==> src/rtl/full_subtractor_pkg.sv <==
// Shared definitions for the registered full subtractor.
// Holds the operand width limit and the per-bit borrow equation.
package full_subtractor_pkg;

  localparam int unsigned FS_MIN_WIDTH = 32'd1;
  localparam int unsigned FS_MAX_WIDTH = 32'd64;

  // A borrow leaves the bit when b exceeds a, or when a equals b and a borrow came in.
  function automatic logic fs_borrow(input logic a, input logic b, input logic bw);
    return (~a & b) | (~(a ^ b) & bw);
  endfunction

endpackage

==> src/rtl/full_subtractor_bit_cell.sv <==
// Purely combinational 1-bit full subtractor cell; one link of the ripple borrow chain.
// Named fs_bit_cell so the top can instantiate it once per bit.
module fs_bit_cell
  import full_subtractor_pkg::*;
(
  input  logic a,
  input  logic b,
  input  logic bw_in,
  output logic d,
  output logic bw_out
);

  assign d      = a ^ b ^ bw_in;
  assign bw_out = fs_borrow(a, b, bw_in);

endmodule

==> src/rtl/full_subtractor.sv <==
// WIDTH-bit ripple-borrow subtractor with a registered result and valid flag.
// Diff/Borrow_out only update on accepted operands; idle cycles hold them and drop out_valid.
module full_subtractor
  import full_subtractor_pkg::*;
#(
  parameter int unsigned WIDTH = 32'd1
) (
  input  logic             clk,
  input  logic             rst_n,
  input  logic             in_valid,
  input  logic [WIDTH-1:0] A,
  input  logic [WIDTH-1:0] B,
  input  logic             Borrow_in,
  output logic [WIDTH-1:0] Diff,
  output logic             Borrow_out,
  output logic             out_valid
);

  logic [WIDTH:0]   bw_s;
  logic [WIDTH-1:0] d_s;
  logic [WIDTH-1:0] diff_r;
  logic             borrow_r;
  logic             valid_r;

  assign bw_s[0] = Borrow_in;

  for (genvar i = 0; i < WIDTH; i++) begin : g_cell
    fs_bit_cell u_cell (
      .a      (A[i]),
      .b      (B[i]),
      .bw_in  (bw_s[i]),
      .d      (d_s[i]),
      .bw_out (bw_s[i+1])
    );
  end

  // Output stage: capture the chain result on accepted operands, otherwise hold.
  always_ff @(posedge clk or negedge rst_n) begin
    if (!rst_n) begin
      diff_r   <= {WIDTH{1'b0}};
      borrow_r <= 1'b0;
      valid_r  <= 1'b0;
    end else begin
      valid_r <= in_valid;
      if (in_valid) begin
        diff_r   <= d_s;
        borrow_r <= bw_s[WIDTH];
      end else begin
        diff_r   <= diff_r;
        borrow_r <= borrow_r;
      end
    end
  end

  assign Diff       = diff_r;
  assign Borrow_out = borrow_r;
  assign out_valid  = valid_r;

endmodule

==> config.mk <==
export PLATFORM = sky130hd
export DESIGN_NAME = full_subtractor
export DESIGN_NICKNAME = d
export VERILOG_FILES = /design/src/rtl/full_subtractor_pkg.sv /design/src/rtl/full_subtractor_bit_cell.sv /design/src/rtl/full_subtractor.sv
export SDC_FILE = /design/constraint.sdc
export NUM_CORES = 1
export LEC_CHECK = 0
export CORE_AREA = 5 5 42 44
export CTS_CLUSTER_SIZE = 8
export DETAILED_ROUTE_END_ITERATION = 16
export DIE_AREA = 0 0 47 49
export PLACE_DENSITY = 0.37
export SETUP_SLACK_MARGIN = 0.02
export SYNTH_ARGS = -nofsm -noshare
export SYNTH_HDL_FRONTEND = slang
export SYNTH_HIERARCHICAL = 1
export SYNTH_SLANG_ARGS = --single-unit
==> constraint.sdc <==
create_clock -name clk -period 0.8 [get_ports clk]
set_input_delay 0.16 -clock clk [delete_from_list [all_inputs] [get_ports clk]]
set_output_delay 0.16 -clock clk [all_outputs]
set_load 0.01 [all_outputs]
==> impl_metrics.csv <==
group,metric,value,unit
logic_synthesis,synth-main-ff-cell,"dfrtp_1",
logic_synthesis,ys.warnings.count,6,
worst_setup_path,path_buf_inv,1,
flow_run,max_cap_violations,0,
placed_design,gp_congestion,0.686,
logic_synthesis,synthArstFlopShare,100,%
worst_setup_path,crit_path_end_kind,"output port",
pwr,cellLeakagePower,0.133,nW
sta,fin_crit_sh,111,%
worst_setup_path,start_kind,"flip-flop",
clock_network,cts_root_buffer,"clkbuf_4",
cells_and_area,syn_to_final_growth,103,%
logic_synthesis,synth_top_area_share,58.3,%
status,outcome,"finished with violations",
logic_synthesis,synth_cell_types,4,
logic_synthesis,synth-seq-area-share,58.3,%
worst_setup_path,slowest_stage,"dfrtp_1",
sta,rsz0062_at_grt,"true",
floorplanning,core,0.00140,mm²
pwr,ir_worst_vdd,0.271,mV
sta,slew_violations,0,
sta,timing.fmax,1.13,GHz
global_routing,grt_first_pass_wirelength,572,µm
logic_synthesis,syn_area,129,µm²
clock_network,clockBufferDepth,2,
floorplanning,die_h,49,µm
sta,hold_slack,0.114,ns
logic_synthesis,ys_top_cells_by_area,"dfrtp_1 (58%), mux2_2 (17%), fa_1 (16%), inv_1 (8.7%)",
hold_path,hp-class,"input pin to async pin",
logic_synthesis,syn-num-nets,16,
worst_setup_path,crit_family,"flip-flops",
placed_design,placement.io_buffers,8,
clock_network,cts_made_buffers,3,
logic_synthesis,synth-edff-count,0,
sta,setup_slack,-0.0884,ns
drt,wl,327,µm
logic_synthesis,synth_common_cells,"dfrtp_1 (3), inv_1 (3), mux2_2 (2)",
sta,slew-limit-headroom,89.1,%
global_routing,track_usage,4.24,%
floorplanning,io_pins,9,
sta,clock_skew,0,ns
cells_and_area,final_util,18.7,%
global_routing,grt_pass1_vias,143,
logic_synthesis,synthCells,9,
logic_synthesis,synth_area_leader_cell,"dfrtp_1",
pwr,power_density,2190,mW/mm²
logic_synthesis,avgSynthCellArea,14.3,µm²
clock_network,h-tree-depth,1,
cells_and_area,post_layout_nonfiller_instances,39,
sta,fin_crit,0.888,ns
placed_design,dp_hpwl,242,µm
clock_network,clk_latency,0.23,ns
cells_and_area,fillers,165,
worst_setup_path,cp.required,0.64,ns
floorplanning,rows,14,
floorplanning,die_area,0.00230,mm²
cells_and_area,drive_gt1_share,69.6,%
drt,ant_nets,0,
sta,hold_viol_final,0,
clock_network,path_clk_slew,0.04,ns
floorplanning,initial_utilization,9.20,%
worst_setup_path,crit_chain,"buf_2",
worst_setup_path,crit_type,"flip-flop to output port",
drt,detail_route.first_pass.iterations,1,
drt,route.vias.total,106,
drt,drt_iter0_drc,0,
worst_setup_path,max_stage_delay,0.36,ns
clock_network,ctsHoldBuffers,0,
status,violations,"setup timing",
sta,tightest_slew,0.163,ns
placed_design,placedCellCount,33,
clock_network,tritoncts,"built",
global_routing,grt_max_degree,4,
drt,drc,0,
drt,vias_per_cell,2.72,
cells_and_area,insertedDiodeCount,0,
worst_setup_path,worstPathMaxFanout,2,
clock_network,clock-sinks,3,
logic_synthesis,synth-seq-cells,3,
worst_setup_path,arrival,0.73,ns
global_routing,antenna_found_initial,0,
sta,setup_violations,5,
floorplanning,die_w,47,µm
global_routing,grt-ovfl-total,0,
drt,avgRoutedWirePerCell,8.38,µm
cells_and_area,final_nets,31,
-- timing repair --
item / 4_1_cts / 5_1_grt
buffers inserted: 2 / 0
setup endpoints to repair: 5 / 5
resized for setup: 26 / 2
pin swaps: 1 / 0
-- registers in the layout, summed over array words and instances (netlist names) --
register    flops
out_valid       1
Borrow_out      1
Diff            1
-- report_power, final --
part / switching (W) / internal (W) / leakage [nW]
registers: 0.00000838 / 0.000172 / 0.0350
logic: 0.0000431 / 0.0000822 / 0.0834
clock network: 0.0000799 / 0.000187 / 0.0150
total: 0.000131 / 0.000441 / 0.133
-- layout by cell type (no fill, tap or decap) --
master / n
mux2_4: 2
dlygate4sd2_1: 1
buf_6: 2
clkbuf_4: 3
fa_2: 1
clkdlybuf4s50_1: 1
clkbuf_1: 1
inv_2: 2
dfrtp_1: 3
buf_4: 2
buf_2: 4
inv_1: 1
-- path summary, 6_finish.rpt --
path,startpoint,end,slack [ns],depth (start not counted)
worst max-delay path,Diff,Diff,-0.09,1
worst min-delay path,rst_n,out_valid,0.11,1
worst max register to register,Borrow_out,Borrow_out,-0.08,2
worst min register to register,Diff,Diff,0.58,2
max in group asynchronous,rst_n,Diff,0.54,1
min in group clk,in_valid,out_valid,0.27,1
-- routing by layer --
metal  global-route usage (%)  part of all wire, %
met4                     5.53                    0
met2                     3.85                   32
met5                        0                    0
met3                     4.43                   18
met1                     4.22                   50
-- stage by stage --
stage / power, W / setup TNS, ns / setup slack, ns / cell area (µm²)
after floorplan: 0.000217 / -0.199 / -0.199 / 131
after global placement: 0.000289 / -1.80 / -0.683 / 231
after detailed placement: 0.000290 / -1.80 / -0.677 / 231
after CTS: 0.000581 / -0.423 / -0.106 / 251
after global routing: 0.000622 / -0.554 / -0.127 / 262
final: 0.000572 / -0.394 / -0.0884 / 262
-- layout make-up --
type	instances	area, µm²	area share (%)
Timing Repair Buffer	10	76.3	29.2
Sequential cell	3	75.1	28.7
Multi-Input combinational cell	3	52.6	20.1
Clock buffer	4	26.3	10.0
Tap cell	16	20.0	7.66
Inverter	3	11.3	4.31
-- cells by family after synthesis --
group / share of synthesized area (%)
mux: 17.5
fa+ha+maj: 15.5
flops: 58.3
buf+inv: 8.74
Power figures use the tool's default switching activity.
